`config.mk`:
```
export PLATFORM = sky130hd
export DESIGN_NAME = time_set_ctrl
export DESIGN_NICKNAME = d
export VERILOG_FILES = /design/src/rtl/digi_clock_pkg.sv /design/src/rtl/key_debounce.sv /design/src/rtl/time_set_ctrl.sv
export SDC_FILE = /design/constraint.sdc
export NUM_CORES = 1
export LEC_CHECK = 0
export CELL_PAD_IN_SITES_DETAIL_PLACEMENT = 1
export CELL_PAD_IN_SITES_GLOBAL_PLACEMENT = 1
export CORE_ASPECT_RATIO = 1.75
export CORE_MARGIN = 2
export CORE_UTILIZATION = 46
export DETAILED_ROUTE_END_ITERATION = 10
export PLACE_DENSITY_LB_ADDON = 0.08
export SLEW_MARGIN = 15
export SYNTH_ARGS = -nofsm -noshare
export SYNTH_HDL_FRONTEND = slang
export SYNTH_SLANG_ARGS = --single-unit
export TNS_END_PERCENT = 1
```
`constraint.sdc`:
```
create_clock -name clk -period 3.08 [get_ports clk]
set_input_delay 0.616 -clock clk [delete_from_list [all_inputs] [get_ports clk]]
set_output_delay 0.616 -clock clk [all_outputs]
set_load 0.005 [all_outputs]
```
`src/rtl/digi_clock_pkg.sv`:
```
// Shared types and limits for the clock time-setting path.
package digi_clock_pkg;

  typedef enum logic [2:0] {IDLE, SET_H, SET_M, SET_S, COMMIT} state_t;

  localparam logic [1:0] SEL_NONE = 2'd0;
  localparam logic [1:0] SEL_HOUR = 2'd1;
  localparam logic [1:0] SEL_MIN  = 2'd2;
  localparam logic [1:0] SEL_SEC  = 2'd3;

  localparam int unsigned HOUR_MAX   = 23;
  localparam int unsigned MINSEC_MAX = 59;

  // Six BCD preset digits as driven to the clock counter
  typedef struct packed {
    logic [2:0] hd1;
    logic [3:0] hd0;
    logic [2:0] md1;
    logic [3:0] md0;
    logic [2:0] sd1;
    logic [3:0] sd0;
  } preset_t;

  function automatic logic bcd_in_range(input logic [2:0] tens, input logic [3:0] ones,
                                        input int unsigned max_val);
    return (ones <= 4'd9) && ((32'(tens) * 32'd10 + 32'(ones)) <= max_val);
  endfunction

endpackage

```
`src/rtl/key_debounce.sv`:
```
// Raw active-low key -> 2-FF sync -> stability debounce -> one-cycle press pulse.
module key_debounce #(
  parameter int unsigned DEB_N = 1_000_000,
  parameter int unsigned DEB_W = 20
) (
  input  logic clk,
  input  logic rst_n,
  input  logic key,
  output logic press
);

  logic             sync1;
  logic             sync2;
  logic             stable;
  logic [DEB_W-1:0] cnt;

  // Counter runs only while the synced level disagrees with the accepted level
  always_ff @(posedge clk or negedge rst_n) begin
    if (!rst_n) begin
      sync1  <= 1'b1;
      sync2  <= 1'b1;
      stable <= 1'b1;
      cnt    <= '0;
      press  <= 1'b0;
    end else begin
      sync1 <= key;
      sync2 <= sync1;
      press <= 1'b0;
      if (sync2 == stable) begin
        cnt <= '0;
      end else if (cnt == DEB_W'(DEB_N - 1)) begin
        stable <= sync2;
        cnt    <= '0;
        press  <= ~sync2;
      end else begin
        cnt <= cnt + DEB_W'(1);
      end
    end
  end

endmodule

```
`src/rtl/time_set_ctrl.sv`:
```
// Pushbutton time-setting front end: debounced keys, hour/min/sec edit FSM, level load.
// Optional blink of the edited field is enabled by defining TIME_SET_BLINK_EN.
module time_set_ctrl
  import digi_clock_pkg::*;
#(
  parameter int unsigned DEB_N  = 1_000_000,
  parameter int unsigned DEB_W  = 20,
  parameter int unsigned HOLD_N = 50_000_000,
  parameter int unsigned HOLD_W = 26
) (
  input  logic       clk,
  input  logic       rst_n,
  input  logic       i_key_mode,
  input  logic       i_key_up,
  input  logic       i_key_dn,
  input  logic [2:0] i_hq1,
  input  logic [3:0] i_hq0,
  input  logic [2:0] i_mq1,
  input  logic [3:0] i_mq0,
  input  logic [2:0] i_sq1,
  input  logic [3:0] i_sq0,
  output logic       o_load,
  output logic [2:0] o_hd1,
  output logic [3:0] o_hd0,
  output logic [2:0] o_md1,
  output logic [3:0] o_md0,
  output logic [2:0] o_sd1,
  output logic [3:0] o_sd0,
  output logic [1:0] o_sel,
  output logic       o_blank
);

  logic              press_mode;
  logic              press_up;
  logic              press_dn;
  logic              adj_up;
  logic              adj_dn;
  state_t            state;
  preset_t           edit;
  logic [HOLD_W-1:0] hold_cnt;

  key_debounce #(.DEB_N(DEB_N), .DEB_W(DEB_W)) u_deb_mode (
    .clk(clk), .rst_n(rst_n), .key(i_key_mode), .press(press_mode));
  key_debounce #(.DEB_N(DEB_N), .DEB_W(DEB_W)) u_deb_up (
    .clk(clk), .rst_n(rst_n), .key(i_key_up), .press(press_up));
  key_debounce #(.DEB_N(DEB_N), .DEB_W(DEB_W)) u_deb_dn (
    .clk(clk), .rst_n(rst_n), .key(i_key_dn), .press(press_dn));

  // Opposing presses in the same cycle cancel
  assign adj_up = press_up & ~press_dn;
  assign adj_dn = press_dn & ~press_up;

  // {tens, ones} BCD step with wrap at max_val
  function automatic logic [6:0] bcd_inc(input logic [6:0] v, input int unsigned max_val);
    if (v[6:4] == 3'(max_val / 10) && v[3:0] == 4'(max_val % 10)) return 7'd0;
    if (v[3:0] == 4'd9) return {v[6:4] + 3'd1, 4'd0};
    return {v[6:4], v[3:0] + 4'd1};
  endfunction

  function automatic logic [6:0] bcd_dec(input logic [6:0] v, input int unsigned max_val);
    if (v == 7'd0) return {3'(max_val / 10), 4'(max_val % 10)};
    if (v[3:0] == 4'd0) return {v[6:4] - 3'd1, 4'd9};
    return {v[6:4], v[3:0] - 4'd1};
  endfunction

  // Live time seeds the edit registers; out-of-range fields start at 00
  function automatic preset_t seed(input logic [2:0] h1, input logic [3:0] h0,
                                   input logic [2:0] m1, input logic [3:0] m0,
                                   input logic [2:0] s1, input logic [3:0] s0);
    preset_t p;
    p = '0;
    if (bcd_in_range(h1, h0, HOUR_MAX))   {p.hd1, p.hd0} = {h1, h0};
    if (bcd_in_range(m1, m0, MINSEC_MAX)) {p.md1, p.md0} = {m1, m0};
    if (bcd_in_range(s1, s0, MINSEC_MAX)) {p.sd1, p.sd0} = {s1, s0};
    return p;
  endfunction

  always_ff @(posedge clk or negedge rst_n) begin
    if (!rst_n) begin
      state    <= IDLE;
      edit     <= '0;
      hold_cnt <= '0;
      o_load   <= 1'b0;
      o_sel    <= SEL_NONE;
    end else begin
      case (state)
        IDLE: begin
          if (press_mode) begin
            state  <= SET_H;
            edit   <= seed(i_hq1, i_hq0, i_mq1, i_mq0, i_sq1, i_sq0);
            o_load <= 1'b1;
            o_sel  <= SEL_HOUR;
          end
        end
        SET_H: begin
          if (press_mode) begin
            state <= SET_M;
            o_sel <= SEL_MIN;
          end else if (adj_up) begin
            {edit.hd1, edit.hd0} <= bcd_inc({edit.hd1, edit.hd0}, HOUR_MAX);
          end else if (adj_dn) begin
            {edit.hd1, edit.hd0} <= bcd_dec({edit.hd1, edit.hd0}, HOUR_MAX);
          end
        end
        SET_M: begin
          if (press_mode) begin
            state <= SET_S;
            o_sel <= SEL_SEC;
          end else if (adj_up) begin
            {edit.md1, edit.md0} <= bcd_inc({edit.md1, edit.md0}, MINSEC_MAX);
          end else if (adj_dn) begin
            {edit.md1, edit.md0} <= bcd_dec({edit.md1, edit.md0}, MINSEC_MAX);
          end
        end
        SET_S: begin
          if (press_mode) begin
            state    <= COMMIT;
            o_sel    <= SEL_NONE;
            hold_cnt <= '0;
          end else if (adj_up) begin
            {edit.sd1, edit.sd0} <= bcd_inc({edit.sd1, edit.sd0}, MINSEC_MAX);
          end else if (adj_dn) begin
            {edit.sd1, edit.sd0} <= bcd_dec({edit.sd1, edit.sd0}, MINSEC_MAX);
          end
        end
        COMMIT: begin
          // Keep load asserted long enough for the divided clock to see it
          if (hold_cnt == HOLD_W'(HOLD_N - 1)) begin
            state  <= IDLE;
            o_load <= 1'b0;
          end else begin
            hold_cnt <= hold_cnt + HOLD_W'(1);
          end
        end
        default: begin
          state  <= IDLE;
          o_load <= 1'b0;
          o_sel  <= SEL_NONE;
        end
      endcase
    end
  end

  assign o_hd1 = edit.hd1;
  assign o_hd0 = edit.hd0;
  assign o_md1 = edit.md1;
  assign o_md0 = edit.md0;
  assign o_sd1 = edit.sd1;
  assign o_sd0 = edit.sd0;

`ifdef TIME_SET_BLINK_EN
  logic [24:0] blink_cnt;

  always_ff @(posedge clk or negedge rst_n) begin
    if (!rst_n) begin
      blink_cnt <= '0;
      o_blank   <= 1'b0;
    end else begin
      blink_cnt <= blink_cnt + 25'd1;
      o_blank   <= blink_cnt[24] & (o_sel != SEL_NONE);
    end
  end
`else
  assign o_blank = 1'b0;
`endif

endmodule

```
==> out/qor.csv, run 1 <==
stage;metric;value;unit
logic_synthesis;sequential share of the synthesized area;42.33;%
grt;Most Crowded Layer GR;met2;
timing;Rel. slew slack;45.33;%
setup_path;worst endpoint required time;3420;ps
pwr;Peak VDD IR;381.0;uV
logic_synthesis;Syn. warnings;0;
logic_synthesis;top-area cell type share of the netlist area;39.14;%
clock_network;total CTS buffers;17;
finish;share of cells above drive strength 1;7.832;%
finish;NumNets Final;935;
drt;WL per Instance;17.80;microns
grt;All-Layer GR Usage;23.65;%
floorplan;Die Area;0.01719;sq mm
floorplan;Die X;99.98;microns
outcome;status;complete, no violations;
logic_synthesis;synthesized instance count;817;
flow_run;max-cap viol count;0;
setup_path;crit path DAT;3080;ps
logic_synthesis;Main synth FF type;dfrtp_1;
drt;Via-to-Cell Ratio;5.773;
logic_synthesis;Synth cell types;69;
setup_path;crit path buf inv count;2;
pwr;Comb pwr share;6.4;%
finish;most common cell after layout, fill and taps aside;nor2_1;
floorplan;DIE HEIGHT;172.0;microns
logic_synthesis;Synth area leader;dfrtp_1;
setup_path;CP Max Fanout;7;
setup_path;Setup CP Type;in2reg;
pwr;clock network fraction of total power;50.7;%
clock_network;Longest Clk Path Bufs;2;
pwr;switching pwr;928.7;uW
logic_synthesis;Syn Std Cell Area;0.007416;sq mm
timing;setup slack after layout;335.4;ps
logic_synthesis;Synth area leaders;dfrtp_1, nor2_1, ha_1;
pwr;sequential fraction of design power;42.9;%
clock_network;setup bufs post-CTS;0;
timing;Final min period;2745;ps
drt;DRT iter0 DRCs;227;
drt;DRT antenna net count;0;
grt;vias in the first global route;6797;
clock_network;H-tree Lvls;4;
floorplan;placeable core area;0.01588;sq mm
grt;Overflow after GRT;0;
clock_network;CTS resizes;0;
setup_path;R2R cell count;6;
logic_synthesis;Async SR Flop Fraction;100.0;%
setup_path;CP dominant cell by count;ha_1;
finish;commonest non-fill, non-tap cells in the layout;nor2_1, dfrtp_1, nand2_1;
timing;final setup fails;0;
clock_network;CTS tree;yes;
drt;Routed WL;19050;microns
pwr;Sw Ratio;23.77;%
timing;fmax;0.3643;GHz
setup_path;CP Launch Type;input pin;
drt;drt drc;0;
finish;Ant. Diodes;0;
grt;pin count of the biggest net entering global routing;126;
clock_network;clock root buffer;clkbuf_16;
setup_path;Worst path depth;11;
timing;final critical-path share of the clock period;89.11;%
timing;count of final hold-check violations;0;
placement;GPL Wtd Cong;0.8559;
clock_network;CTS Hold Buffers Added;0;
setup_path;Critical Path End Type;flip-flop;
grt;GR Util met1;25.50;%
floorplan;Rows;61;
placement;PortBufs;49;
grt;grt met2 use;45.36;%
floorplan;initial core utilization;46.71;%
timing;RSZ-0062 raised after global routing;no;
logic_synthesis;EDFF count, synth;0;
clock_network;worst skew pair latency;420;ps
pwr;Pwr Density;449.1;mW/mm^2
timing;Worst Skew;8.642;ps
pwr;Pleak;0.003701;uW
logic_synthesis;Avg Inst Size Synth;9.077;sq um
pwr;P_int;2978;uW
grt;Global Route met3 Usage;4.042;%
placement;placed wire-length estimate;13760;microns
timing;Hold WS;269.2;ps
setup_path;Critical Path Max Stage Delay;470;ps
clock_network;Clock Pin Slew Worst Setup and Hold Paths;60;ps
timing;Worst Tran Pin Value;812.8;ps
setup_path;Cell Chain, Critical Path;clkdlybuf4s50_1, ha_1, ha_1, ha_1, nand3_1, a211oi_1, nor3_1, o21ai_1, buf_4, nand4b_1, a31oi_1;
setup_path;slowest stage cell, crit path;clkdlybuf4s50_1;
floorplan;Ports;51;
finish;fillers;1848;
drt;routed vias;6177;
placement;DP Worst Slack;-63.83;ps
timing;fin. max-slew vios;0;
drt;TritonRoute pass-1 iters;4;
grt;first-pass GRT wire length;32640;microns
logic_synthesis;Seq cells post-synth;125;
min_path;worst hold path type;in2async;
grt;antenna violations before repair;0;
finish;P&R area growth vs syn;17.31;%
logic_synthesis;Post-Syn Nets;884;
setup_path;CP top delay family;adder cells;
clock_network;Num Clock Sinks;125;
## cells in the mapped netlist (all sizes together) (3+ instances only)
cell,n
dfstp,9
a22oi,6
nand4,23
mux2i,7
nand2,62
or2,4
a221o,7
xor2,48
or4,5
nor3b,5
nor2b,6
o22ai,4
o211ai,4
inv,27
fa,3
nand4b,4
dfrtp,116
nand3b,3
o21ai,24
nand3,50
a21o,4
ha,38
nor2,139
nor4,12
clkbuf,21
mux2,4
nor3,28
nor4b,4
and3,16
a31oi,11
xnor2,37
buf,7
and4,7
a21boi,4
a21oi,30
a211oi,6
and2,3
or3,5
## path summary, 6_finish.rpt
path,startpoint,to,slack [ps]
worst max-delay path,i_sq1[0],o_sd0[1],340
worst min-delay path,rst_n,o_sd1[0],270
worst max register to register,u_deb_dn.cnt[0],u_deb_dn.cnt[9],630
worst min register to register,u_deb_dn.sync1,u_deb_dn.sync2,350
max in group asynchronous,rst_n,hold_cnt[18],2250
min in group clk,u_deb_dn.sync1,u_deb_dn.sync2,350
## metrics by stage
step           instance area (sq um)  total power (uW)  instances  util, %  TNS, ps
2_1_floorplan                   7416              1825        817        -        0
4_1_cts                         8700              3956       1070    54.80        0
6_report                        8700              3907       1070    54.80        0
3_3_place_gp                    8114              1936       1038    51.11        0
3_5_place_dp                    8114              1955       1038    51.11   -414.7
5_1_grt                         8700              4040       1070    54.80        0
## cell type report
cell class	instances	area [sq um]	share of cell area [%]
Sequential cell	125	3139	36.09
Multi-Input combinational cell	636	4050	46.56
Timing Repair Buffer	60	583.1	6.702
Clock inverter	13	142.6	1.640
Inverter	28	105.1	1.208
Clock buffer	19	442.9	5.091
Tap cell	189	236.5	2.718
## cell families (layout without fill, tap and decap cells)
family	Yosys count	count (layout)	synth area share, %
XOR/XNOR	85	85	10.04
other	1	1	0.05057
multiplexers	11	11	1.552
AND/OR/NAND/NOR	381	381	25.33
AO/OA/AOI/OAI	117	117	10.43
flip-flops	125	125	42.33
adder cells (fa/ha/maj)	41	41	7.221
buffers and inverters	56	120	3.054
## registers in the layout, summed over array words and instances, names as in the netlist, 4 cells and up
name	count
u_deb_dn.cnt	20
o_sd0	4
u_deb_mode.cnt	20
o_md0	4
hold_cnt	26
u_deb_up.cnt	20
o_hd0	4
## layer usage
| layer | vias to the layer above | wire, microns |
|---|---|---|
| met5 | - | 0 |
| met2 | 84 | 10750 |
| met4 | 0 | 425 |
| met1 | 3090 | 7472 |
| li1 | 2973 | - |
| met3 | 30 | 400 |
## worst reg2reg max path, delay by kind of cell (launching register included)
kind                       cells  cell delay [ps]
adders and majority gates      1              250
and+or+nand+nor                5             1660
DFF                            1              410
## power groups by stage
stage	Sequential, uW	Clock (uW)	Combinational, uW
2_1_floorplan	1700	0	126
3_3_place_gp	1700	0	234
3_5_place_dp	1700	0	252
4_1_cts	1670	2030	254
5_1_grt	1680	2080	280
6_report	1670	1980	250
(Power assumes the default switching activity.)
==> run 2: changes to the inputs <==
--- a/config.mk
+++ b/config.mk
@@ -15,5 +15,6 @@
 export SLEW_MARGIN = 15
 export SYNTH_ARGS = -nofsm -noshare
 export SYNTH_HDL_FRONTEND = slang
+export SYNTH_HIERARCHICAL = 1
 export SYNTH_SLANG_ARGS = --single-unit
 export TNS_END_PERCENT = 1
==> run 2 against run 1 <==
  * Hold slack got worse by 75 ps
  * Via count is 17% higher
  * Sequential share of layout area down 2.9 points
  * Cell area grew 8.8%
  * Global-route usage is 1.7 points higher
  * Maximum frequency grew 2.8%
  * Synthesized cell count up 10%
  * Critical endpoint is now o_md0[1]
==> out/qor.csv, run 2 <==
stage;metric;value;unit;change
logic_synthesis;Post-Syn Nets;968;;+9.5%
logic_synthesis;Synth area leader;dfrtp_1;;
setup_path;Critical Path Max Stage Delay;460;ps;about the same
finish;P&R area growth vs syn;17.76;%;
finish;Final Util;54.72;%;-0.076 points
floorplan;Ports;51;;unchanged
timing;final setup fails;0;;unchanged
finish;fillers;2027;;+9.7%
setup_path;worst endpoint required time;3350;ps;-70 ps
clock_network;Num Clock Sinks;125;;unchanged
grt;All-Layer GR Usage;25.33;%;+1.7 points
grt;vias in the first global route;7873;;+16%
clock_network;CTS tree;yes;;
min_path;worst hold path type;in2async;;
logic_synthesis;Async SR Flop Fraction;100.0;%;unchanged
clock_network;Longest Clk Path Bufs;2;;unchanged
drt;DRT antenna net count;0;;unchanged
timing;fin. max-slew vios;0;;unchanged
clock_network;clock root buffer;clkbuf_16;;
drt;routed vias;7210;;+17%
pwr;Pleak;0.003882;uW;+4.9%
drt;Routed WL;22340;microns;+17%
floorplan;Die X;103.9;microns;+3.9%
logic_synthesis;sequential share of the synthesized area;39.06;%;-3.3 points
finish;NumNets Final;1014;;+8.4%
setup_path;CP Max Fanout;4;;-3
clock_network;CTS Hold Buffers Added;0;;unchanged
logic_synthesis;Post-synth top cells;dfrtp_1, nor2_1, nand2_1;;
floorplan;DIE HEIGHT;178.9;microns;+4.0%
clock_network;setup bufs post-CTS;0;;unchanged
finish;commonest non-fill, non-tap cells in the layout;dfrtp_1, nor2_1, nand2_1;;
logic_synthesis;Main synth FF type;dfrtp_1;;
setup_path;Setup CP Type;in2reg;;
logic_synthesis;top-area cell type share of the netlist area;36.11;%;-3.0 points
drt;DRT iter0 DRCs;223;;-1.8%
placement;GPL Wtd Cong;0.9031;;+5.5%
placement;PortBufs;49;;unchanged
logic_synthesis;synthesized instance count;901;;+10%
logic_synthesis;Syn Std Cell Area;0.008038;sq mm;+8.4%
logic_synthesis;most frequent cell after synthesis;dfrtp_1;;
floorplan;placeable core area;0.01730;sq mm;+9.0%
clock_network;CTS resizes;0;;unchanged
timing;Final min period;2669;ps;-75.91 ps
drt;drt drc;0;;unchanged
timing;Worst Tran Pin Value;795.0;ps;-17.76 ps
grt;pin count of the biggest net entering global routing;51;;-60%
setup_path;Cell Chain, Critical Path;clkdlybuf4s50_1, ha_1, fa_1, a21oi_1, mux2i_1, o2111ai_1, buf_4, a41oi_1, o21ai_0;;
placement;DP Worst Slack;-9.292;ps;+54.54 ps
logic_synthesis;Syn. warnings;6;;+6
finish;share of cells above drive strength 1;10.94;%;+3.1 points
clock_network;Clock Pin Slew Worst Setup and Hold Paths;60;ps;about the same
placement;placed cells;1159;;+12%
floorplan;initial core utilization;46.47;%;-0.24 points
logic_synthesis;Synth area leaders;dfrtp_1, ha_1, nor2_1;;
clock_network;worst skew pair latency;420;ps;about the same
timing;Worst Skew;10.15;ps;+1.509 ps
setup_path;slowest stage cell, crit path;clkdlybuf4s50_1;;
setup_path;crit path DAT;2940;ps;-140 ps
grt;antenna violations before repair;0;;unchanged
finish;Largest register FFs;26;;unchanged
timing;count of final hold-check violations;0;;unchanged
timing;final critical-path share of the clock period;86.65;%;-2.5 points
timing;setup slack after layout;411.3;ps;+75.91 ps
timing;fmax;0.3747;GHz;+2.8%
drt;WL per Instance;18.76;microns;+5.4%
setup_path;crit path buf inv count;2;;unchanged
clock_network;H-tree Lvls;4;;unchanged
grt;first-pass GRT wire length;38150;microns;+17%
logic_synthesis;Seq cells post-synth;125;;unchanged
finish;most common cell after layout, fill and taps aside;dfrtp_1;;
logic_synthesis;Avg Inst Size Synth;8.921;sq um;-1.7%
timing;RSZ-0062 raised after global routing;no;;
setup_path;Critical Path End Type;flip-flop;;
pwr;Peak VDD IR;375.6;uV;-1.4%
logic_synthesis;EDFF count, synth;0;;unchanged
finish;final cell count without fillers;1191;;+11%
logic_synthesis;Synth cell types;79;;+14%
floorplan;Die Area;0.01859;sq mm;+8.1%
drt;TritonRoute pass-1 iters;5;;+1
grt;Overflow after GRT;0;;unchanged
outcome;status;complete, no violations;;
setup_path;CP Launch Type;input pin;;
setup_path;CP top delay family;compound AO/OA/AOI/OAI gates;;
timing;Rel. slew slack;45.63;%;+0.30 points
pwr;Pwr Density;455.1;mW/mm^2;+1.3%
floorplan;Rows;64;;+4.9%
clock_network;total CTS buffers;17;;unchanged
finish;Reg with most FFs;hold_cnt;;
finish;Ant. Diodes;0;;unchanged
flow_run;max-cap viol count;0;;unchanged
placement;placed wire-length estimate;16210;microns;+18%
drt;Via-to-Cell Ratio;6.054;;+4.9%
run 2: cell families (layout without fill, tap and decap cells):
kind of cell               after synthesis  after routing  share of synthesized area, %
xor gates and xnor gates                49             49                         5.339
buffers and inverters                   91            150                         4.686
muxes                                   13             13                         1.681
and+or+nand+nor                        367            367                         24.80
AOI/OAI and AO/OA                      214            214                         17.73
other                                    1              1                       0.04666
DFF                                    125            125                         39.06
adders and majority gates               41             41                         6.663
run 2: path summary, 6_finish.rpt:
path,startpoint,to,slack [ps],cells past startpoint
worst min register to register,u_deb_up/sync1,u_deb_up/sync2,360,0
worst max-delay path,i_mq1[0],o_md0[1],410,9
worst max register to register,u_deb_dn/press,o_md1[0],450,7
max in group asynchronous,rst_n,u_deb_dn/sync1,2030,2
worst min-delay path,rst_n,u_deb_mode/cnt[11],190,1
min in group clk,u_deb_up/sync1,u_deb_up/sync2,360,0
run 2: routing by layer:
metal,GRT usage (%),up-vias,share of wire (%)
li1,-,3392,-
met1,24.58,3652,37
met2,51.37,109,58
met3,4.580,57,2.0
met4,11.04,0,3.1
met5,0,-,0
run 2: final cells by class:
type | count | area [sq um] | area share (%)
Timing Repair Buffer | 71 | 665.6 | 7.032
Clock inverter | 11 | 212.7 | 2.247
Tap cell | 231 | 289.0 | 3.054
Inverter | 47 | 176.4 | 1.864
Clock buffer | 21 | 460.4 | 4.865
Sequential cell | 125 | 3139 | 33.17
Multi-Input combinational cell | 685 | 4522 | 47.77
run 2: report_power, final:
group / internal (uW) / switching (uW) / leakage, uW
Sequential: 1660 / 21.6 / 0.00164
Clock: 1560 / 768 / 0.000319
Combinational: 129 / 169 / 0.00192
run 2: stage by stage:
step | total power (uW) | setup TNS [ps] | hold WS (ps) | area, sq um
global route | 4461 | 0 | 242.4 | 9465
finish | 4307 | 0 | 193.9 | 9465
detailed placement | 2010 | -9.292 | 348.4 | 8792
floorplan | 1854 | 0 | 320.4 | 8038
CTS | 4355 | 0 | 212.6 | 9465
global placement | 1989 | 0 | 345.6 | 8792
==> run 3: changes to the inputs <==
--- a/config.mk
+++ b/config.mk
@@ -12,7 +12,6 @@
 export CORE_UTILIZATION = 46
 export DETAILED_ROUTE_END_ITERATION = 10
 export PLACE_DENSITY_LB_ADDON = 0.08
-export SLEW_MARGIN = 15
 export SYNTH_ARGS = -nofsm -noshare
 export SYNTH_HDL_FRONTEND = slang
 export SYNTH_HIERARCHICAL = 1
==> constraint.sdc (replaced) <==
create_clock -name clk -period 2.65 [get_ports clk]
set_input_delay 0.53 -clock clk [delete_from_list [all_inputs] [get_ports clk]]
set_output_delay 0.53 -clock clk [all_outputs]
set_load 0.005 [all_outputs]
==> run 3 against run 2 <==
  * Worst setup slack lost 270 ps
  * Clock-buffer cell count decreased by 1
  * Utilization is 1.1 points higher
  * Sequential cell count stayed put
  * Cell area is 2.0% higher
  * Clock power increased by 7%
  * Critical path type unchanged
==> out/qor.csv, run 3 (synthesized netlist as in run 2, its figures left out) <==
stage;metric;value;unit;change
clock_network;CTS tree;yes;;
placement;GPL Wtd Cong;0.9045;;+0.16%
placement;placed wire-length estimate;16770;microns;+3.4%
timing;Rel. slew slack;61.66;%;+16 points
finish;fillers;2049;;+1.1%
pwr;Power Total;4834;uW;+12%
timing;Worst Tran Pin Value;560.6;ps;-234.4 ps
timing;count of final hold-check violations;0;;unchanged
finish;P&R area growth vs syn;20.11;%;
floorplan;placeable core area;0.01730;sq mm;unchanged
clock_network;worst skew pair latency;430;ps;about the same
clock_network;clock root buffer;clkbuf_16;;
placement;placed cells;1185;;+2.2%
drt;DRT antenna net count;0;;unchanged
finish;most common cell after layout, fill and taps aside;dfrtp_1;;
drt;Routed WL;22980;microns;+2.9%
drt;routed vias;7329;;+1.7%
setup_path;worst endpoint required time;2990;ps;-360 ps
pwr;Pwr Density;500.7;mW/mm^2;+10%
timing;Final min period;2512;ps;
outcome;status;complete, no violations;;
finish;final cell count without fillers;1217;;+2.2%
timing;Worst Skew;11.97;ps;+1.814 ps
clock_network;CTS Hold Buffers Added;0;;unchanged
finish;NumNets Final;1040;;+2.6%
flow_run;max-cap viol count;0;;unchanged
finish;Largest register FFs;26;;unchanged
setup_path;crit path DAT;2850;ps;-90 ps
grt;antenna violations before repair;0;;unchanged
timing;fmax;0.3980;GHz;
grt;first-pass GRT wire length;38270;microns;+0.33%
grt;Overflow after GRT;0;;unchanged
setup_path;setup slack, reg-to-reg;210;ps;-240 ps
drt;DRT iter0 DRCs;242;;+8.5%
drt;Via-to-Cell Ratio;6.022;;-0.52%
timing;final critical-path share of the clock period;94.80;%;
clock_network;Clock Pin Slew Worst Setup and Hold Paths;70;ps;about the same
min_path;worst hold path type;in2async;;
setup_path;slowest stage cell, crit path;clkdlybuf4s50_1;;
timing;fin. max-slew vios;0;;unchanged
floorplan;Die Area;0.01859;sq mm;unchanged
finish;Final Util;55.82;%;+1.1 points
drt;WL per Instance;18.88;microns;+0.67%
grt;vias in the first global route;8167;;+3.7%
finish;Ant. Diodes;0;;unchanged
setup_path;Critical Path Max Stage Delay;460;ps;about the same
finish;commonest non-fill, non-tap cells in the layout;dfrtp_1, nor2_1, nand2_1;;
setup_path;Setup crit start;i_mq1[0];;
floorplan;initial core utilization;46.47;%;unchanged
clock_network;total CTS buffers;17;;unchanged
floorplan;Ports;51;;unchanged
timing;RSZ-0062 raised after global routing;yes;;
setup_path;Critical Path End Type;flip-flop;;
floorplan;Rows;64;;unchanged
drt;TritonRoute pass-1 iters;4;;-1
setup_path;Cell Chain, Critical Path;clkdlybuf4s50_1, ha_1, fa_1, buf_4, nor4bb_2, nand4_1, a21oi_2, a31oi_1, a21oi_1;;
drt;drt drc;0;;unchanged
grt;pin count of the biggest net entering global routing;45;;-12%
setup_path;CP Max Fanout;3;;-1
floorplan;Die X;103.9;microns;unchanged
clock_network;Num Clock Sinks;125;;unchanged
setup_path;R2R cell count;7;;unchanged
setup_path;CP Launch Type;input pin;;
finish;Reg with most FFs;hold_cnt;;
setup_path;launching point of the worst reg2reg path;u_deb_dn/press;;
clock_network;H-tree Lvls;4;;unchanged
placement;PortBufs;49;;unchanged
floorplan;DIE HEIGHT;178.9;microns;unchanged
pwr;Pleak;0.003988;uW;+2.7%
setup_path;CP top delay family;adder cells;;
setup_path;crit path buf inv count;2;;unchanged
grt;All-Layer GR Usage;25.33;%;about the same
timing;final setup fails;0;;unchanged
pwr;Peak VDD IR;387.5;uV;+3.2%
setup_path;R2R Path End;o_hd1[2];;
clock_network;Longest Clk Path Bufs;2;;unchanged
finish;share of cells above drive strength 1;14.20;%;+3.3 points
setup_path;Setup CP Type;in2reg;;
==> run 3: timing repair <==
action                     CTS  global route
setup endpoints to repair    0             8
buffers inserted             0             0
resized for setup            0             7
==> run 3: layout make-up <==
class | instances | area (sq um) | area share [%]
repair buffers | 97 | 873.3 | 9.046
clock buffers | 20 | 466.7 | 4.834
flip-flops and latches | 125 | 3139 | 32.52
multi-input cells | 685 | 4548 | 47.11
clock inverters | 12 | 161.4 | 1.672
inverters | 47 | 176.4 | 1.827
well taps | 231 | 289.0 | 2.994
==> run 3: worst register-to-register path: cells and delay by family, from the launching register on <==
| kind | cells | cell delay, ps |
|---|---|---|
| simple gates | 1 | 750 |
| buf+inv | 1 | 60 |
| compound gates | 3 | 750 |
| fa+ha+maj | 1 | 280 |
| mux | 1 | 170 |
| flops | 1 | 360 |
==> run 3: per-layer routing <==
| metal | up-vias | part of all wire, % | global-route usage (%) |
|---|---|---|---|
| li1 | 3443 | - | - |
| met2 | 116 | 59 | 52.49 |
| met4 | 0 | 3.4 | 11.77 |
| met1 | 3712 | 36 | 23.93 |
| met5 | - | 0 | 0 |
| met3 | 58 | 1.8 | 3.599 |
==> run 3: metrics by stage <==
stage / area (sq um) / setup slack (ps) / hold WS (ps) / TNS [ps]
after detailed placement: 9000 / -362.2 / 351.3 / -5175
after floorplan: 8038 / 253.3 / 234.4 / 0
final: 9654 / 137.7 / 102.3 / 0
after global routing: 9654 / 9.479 / 147.9 / 0
after CTS: 9628 / 26.85 / 116.1 / 0
after global placement: 9000 / -229.5 / 345.6 / -2082
==> run 3: worst max-delay path by stage <==
stage	slack [ps]	endpoint	cells after the start
finish	140	o_md1[2]	9
global route	9	o_md0[1]	9
CTS	30	o_hd1[2]	7
detailed placement	-360	o_md0[1]	9
global placement	-230	o_md0[0]	8
floorplan	250	o_hd1[0]	7
==> run 3: report_power, final <==
part	internal (uW)	leakage [uW]	switching [uW]
Sequential	1930	0.00164	20.8
Clock	1560	0.000299	938
Combinational	174	0.00205	208
Total	3670	0.00399	1170
